<file path="config.mk">
export PLATFORM = sky130hd
export DESIGN_NAME = uc_alu_mc
export DESIGN_NICKNAME = d
export VERILOG_FILES = /design/src/rtl/uc_alu_mc.sv
export SDC_FILE = /design/constraint.sdc
export NUM_CORES = 1
export LEC_CHECK = 0
export BUFFER_PORTS_ARGS = -buffer_cell sky130_fd_sc_hd__buf_4
export CORE_MARGIN = 3
export CORE_UTILIZATION = 48
export DETAILED_ROUTE_END_ITERATION = 12
export PLACE_DENSITY_LB_ADDON = 0.3
export SLEW_MARGIN = 10
export SYNTH_ARGS = -nofsm -noshare
export SYNTH_HDL_FRONTEND = slang
export SYNTH_SLANG_ARGS = --single-unit
</file>
<file path="constraint.sdc">
create_clock -name clk -period 3.2 [get_ports clk]
set_input_delay 0.48 -clock clk [delete_from_list [all_inputs] [get_ports clk]]
set_output_delay 0.48 -clock clk [all_outputs]
set_load 0.01 [all_outputs]
</file>
<file path="src/rtl/uc_alu_mc.sv">
// Registered ALU control with multi-cycle mul/div sequencing.
// Decodes aluop/funct to a select code and stalls until mul/div latency expires.
module uc_alu_mc #(
    parameter int SEL_W   = 4,
    parameter int MUL_LAT = 3,
    parameter int DIV_LAT = 32,
    parameter int CNT_W   = 6
) (
    input  logic             clk,
    input  logic             rst,
    input  logic             valid,
    input  logic [2:0]       aluop,
    input  logic [5:0]       funct,
    output logic [SEL_W-1:0] sel,
    output logic             start,
    output logic             stall,
    output logic             busy,
    output logic             done,
    output logic             illegal
);

    typedef enum logic [0:0] {IDLE, WAIT} state_t;

    state_t             state_q;
    logic [CNT_W-1:0]   cnt_q;
    logic [SEL_W-1:0]   sel_q;
    logic               start_q, stall_q, done_q, ill_q;

    logic [3:0]         code_d;
    logic               ill_d, mul_d, div_d, multi_d;
    logic [CNT_W-1:0]   lat_m1_d;

    always_comb begin
        code_d = 4'b0000;
        ill_d  = 1'b0;
        case (aluop)
            3'b000: code_d = 4'b0000;
            3'b001: code_d = 4'b0001;
            3'b100: code_d = 4'b0100;
            3'b101: code_d = 4'b0101;
            3'b110: code_d = 4'b1000;
            3'b010: begin
                case (funct)
                    6'b100000: code_d = 4'b0000;
                    6'b100001: code_d = 4'b0001;
                    6'b100010: code_d = 4'b0010;
                    6'b100011: code_d = 4'b0011;
                    6'b100100: code_d = 4'b0100;
                    6'b100101: code_d = 4'b0101;
                    6'b100110: code_d = 4'b0110;
                    6'b100111: code_d = 4'b0111;
                    6'b101000: code_d = 4'b1000;
                    default:   ill_d  = 1'b1;
                endcase
            end
            default: ill_d = 1'b1;
        endcase
    end

    // Only the R-type path can yield the mul/div codes.
    assign mul_d    = !ill_d && (code_d == 4'b0010);
    assign div_d    = !ill_d && (code_d == 4'b0011);
    assign multi_d  = (mul_d && (MUL_LAT > 1)) || (div_d && (DIV_LAT > 1));
    assign lat_m1_d = mul_d ? CNT_W'(MUL_LAT - 1) : CNT_W'(DIV_LAT - 1);

    always_ff @(posedge clk) begin
        if (rst) begin
            state_q <= IDLE;
            cnt_q   <= '0;
            sel_q   <= '0;
            start_q <= 1'b0;
            stall_q <= 1'b0;
            done_q  <= 1'b0;
            ill_q   <= 1'b0;
        end else begin
            start_q <= 1'b0;
            done_q  <= 1'b0;
            ill_q   <= 1'b0;
            case (state_q)
                IDLE: begin
                    if (valid) begin
                        sel_q <= SEL_W'(code_d);
                        if (ill_d) begin
                            sel_q  <= '0;
                            ill_q  <= 1'b1;
                            done_q <= 1'b1;
                        end else if (multi_d) begin
                            start_q <= 1'b1;
                            stall_q <= 1'b1;
                            cnt_q   <= lat_m1_d;
                            state_q <= WAIT;
                        end else begin
                            done_q <= 1'b1;
                        end
                    end
                end
                WAIT: begin
                    if (cnt_q == CNT_W'(1)) begin
                        state_q <= IDLE;
                        stall_q <= 1'b0;
                        done_q  <= 1'b1;
                        cnt_q   <= '0;
                    end else begin
                        cnt_q <= cnt_q - CNT_W'(1);
                    end
                end
                default: state_q <= IDLE;
            endcase
        end
    end

    assign sel     = sel_q;
    assign start   = start_q;
    assign stall   = stall_q;
    assign busy    = stall_q;
    assign done    = done_q;
    assign illegal = ill_q;

endmodule

</file>
==> flow_summary.yaml <==
outcome:
  outcome: "completed"
timing:
  finalSetupViolCount: 0
  finalHoldViolCount: 0
  tns_ns: 0
  rsz0062_at_grt: "no"
  post-route-period-util_pct: 43.3
  maxSlewHeadroom_pct: 71.1
  max_freq_mhz: 722
  fin_ws_ns: 1.82
  final_max_slew_viol_count: 0
  fin_crit_ns: 1.38
  max_slew.worst_pin.slew_ns: 0.430
  clock_skew_ns: 0.00103
power_and_ir_drop:
  internal_power_mw: 0.261
  switchingPower_mw: 0.0887
  seqPwrFrac_pct: 54.8
  swShare_pct: 25.3
  clkPwrFrac_pct: 31.8
  irDropWorstVdd_uv: 175
  powerDensity_nw_per_um2: 351
  pwr-share-comb_pct: 13.4
  p_leak_nw: 0.409
routing:
  dr.pass1.iters: 4
  ant_nets: 0
  drt-initial-drc-count: 17
  wl_per_cell_um: 13.8
  vias: 790
  routed_via_density: 6.08
  wl_um: 1800
  drc_errors: 0
cts:
  htree_levels: 1
  cts_root_buffer: "clkbuf_4"
  clkLatencyLatePin_ns: 0.29
  numCtsBuffers: 3
  clkSinkCount: 15
  cts.path.max_buffers: 2
  ctsHoldBuffers: 0
  cts-resized-gates: 0
  cts_tree: "done"
  cts.clk_slew.worst_paths_ns: 0.09
  postCtsSetupRepairBufs: 0
critical_path:
  worstReg2RegEnd: "cnt_q[4]$_SDFFE_PP0P_"
  cpPeakStageDelay_ns: 0.45
  rrSetupSlack_ns: 1.82
  cpMaxStageDelayCell: "nor4_2"
  start_kind: "flop"
  cp_max_fo: 4
  cp.depth: 4
  reg2reg_depth: 4
  crit_family: "compound AO/OA/AOI/OAI gates"
  path_cells: "nor4_2, a211o_1, a31oi_1, o22a_1"
  cp_num_buf_inv: 0
  end_kind: "flop"
  arrival_ns: 1.57
  rr_startpoint: "cnt_q[5]$_SDFFE_PP0P_"
  critical_path_class: "reg -> reg"
  required_ns: 3.39
worst_hold_path:
  whs_endpoint: "sel[1]$_SDFFE_PP0P_"
  min_path_cells: 3
  hold_path_class: "in -> reg"
  hp-start: "funct[1]"
synth:
  synth_area_um2: 816
  post_synth.cell_area_avg_um2: 8.77
  seq_area_frac_synth_pct: 36.8
  synth_cell_types: 35
  synth_common_cells: "15 x dfxtp_1, 13 x a21oi_1, 7 x nor2_1, 6 x nand2_1"
  ys_async_sr_fraction_pct: 0
  synth-edff-count: 0
  synth_top_area_share_pct: 36.8
  synth_nets: 107
  post-synth-top-count-cell: "dfxtp_1"
  synth_top_cell_by_area: "dfxtp_1"
  syn-instance-count: 93
  ys.flop_type: "dfxtp_1"
  ys_ff_latch: 15
  yosys-top-cells-area: "dfxtp_1 37%, a21oi_1 8.0%, nor4b_2 3.7%, nor2_1 3.2%, ha_1 3.1%"
  yosys_warnings: 0
die:
  io_pins: 21
  start_util_pct: 52.3
  row_count: 14
  die_h_um: 47.2
  die-area_um2: 2230
  die_w_um: 47.2
  core_area_um2: 1560
place:
  place_congestion: 0.807
  post-dp-hpwl_um: 1400
  pre_cts_slack_ns: 1.53
  io_buffers: 20
job:
  drv_cap: 0
layout:
  area_delta_synth_final_pct: 22.2
  final_nets: 129
  diodes: 0
  drive_gt1_share_pct: 28.9
global_routing:
  antenna_found_initial: 0
  grt.total_usage_pct: 19.1
  grt_pass1_vias: 719
  grt_pass1_wl_um: 3010
  grt_max_degree: 15
  gr-total-overflow: 0
[layout by cell type (no fill, tap or decap), types with 2 or more instances in the layout]
cell	Yosys	layout
buf_4	1	20
dfxtp_1	15	15
a21oi_1	13	13
nor2_1	7	7
nand2_1	6	6
nand3_1	4	4
nand2b_1	4	4
nor3_1	4	4
inv_1	3	3
nor2b_1	3	3
a31oi_1	3	3
clkbuf_4	0	3
nor4b_2	2	2
a221oi_1	2	2
o22a_1	2	2
or3_1	2	2
ha_1	2	2
[power by group through the flow]
stage                     registers (mW)  logic (mW)  clock network [mW]
final                              0.192      0.0468               0.111
after floorplan                    0.198      0.0210                   0
after CTS                          0.192      0.0467               0.111
after global placement             0.196      0.0460                   0
after global routing               0.192      0.0514               0.121
after detailed placement           0.196      0.0466                   0
[through the flow]
step | hold slack, ns | std cells | power (mW) | area (um^2) | util, %
2_1_floorplan | 0.476 | 93 | 0.219 | 816 | -
3_3_place_gp | 0.440 | 126 | 0.242 | 971 | 62.3
3_5_place_dp | 0.446 | 126 | 0.243 | 971 | 62.3
4_1_cts | 0.455 | 130 | 0.350 | 997 | 64.0
5_1_grt | 0.471 | 130 | 0.364 | 997 | 64.0
6_report | 0.452 | 130 | 0.350 | 997 | 64.0
[worst reg2reg max path, delay by kind of cell (launching register included)]
| kind | cells | cell delay (ns) |
|---|---|---|
| flops | 1 | 0.35 |
| compound gates | 3 | 0.49 |
| simple gates | 1 | 0.45 |
[sequential cells by signal (all words and copies together), names as in the netlist]
| signal | cells |
|---|---|
| cnt_q | 6 |
| sel | 4 |
| busy | 1 |
| done | 1 |
| illegal | 1 |
| start | 1 |
| state_q | 1 |
[area by class of cell]
type                    instances  area, um^2
well taps                      16        20.0
inverters                       4        15.0
fillers                       143         562
clock buffers                   4        26.3
flip-flops and latches         15         300
repair buffers                 20         150
multi-input cells              71         485
[worst max-delay path by stage]
stage	end	slack [ns]	startpoint
5_1_grt	cnt_q[4]$_SDFFE_PP0P_	1.71	cnt_q[5]$_SDFFE_PP0P_
2_1_floorplan	cnt_q[2]$_SDFFE_PP0P_	1.71	funct[4]
6_report	cnt_q[4]$_SDFFE_PP0P_	1.82	cnt_q[5]$_SDFFE_PP0P_
3_3_place_gp	cnt_q[2]$_SDFFE_PP0P_	1.57	funct[5]
3_5_place_dp	cnt_q[2]$_SDFFE_PP0P_	1.53	funct[5]
4_1_cts	cnt_q[4]$_SDFFE_PP0P_	1.81	cnt_q[5]$_SDFFE_PP0P_
[kinds of logic after synthesis]
group           Yosys count  synth area share (%)
compound gates           29                  24.5
simple gates             40                  31.9
buf+inv                   7                  3.68
flops                    15                  36.8
fa+ha+maj                 2                  3.07
[per-layer routing]
layer	vias to the layer above	GRT usage (%)	share of wire, %
met3	5	3.83	5.2
met2	28	28.6	45
li1	389	-	-
met1	368	26.2	48
met5	-	0	0
met4	0	8.29	1.9
No activity file was read; power rests on OpenSTA's default activity.
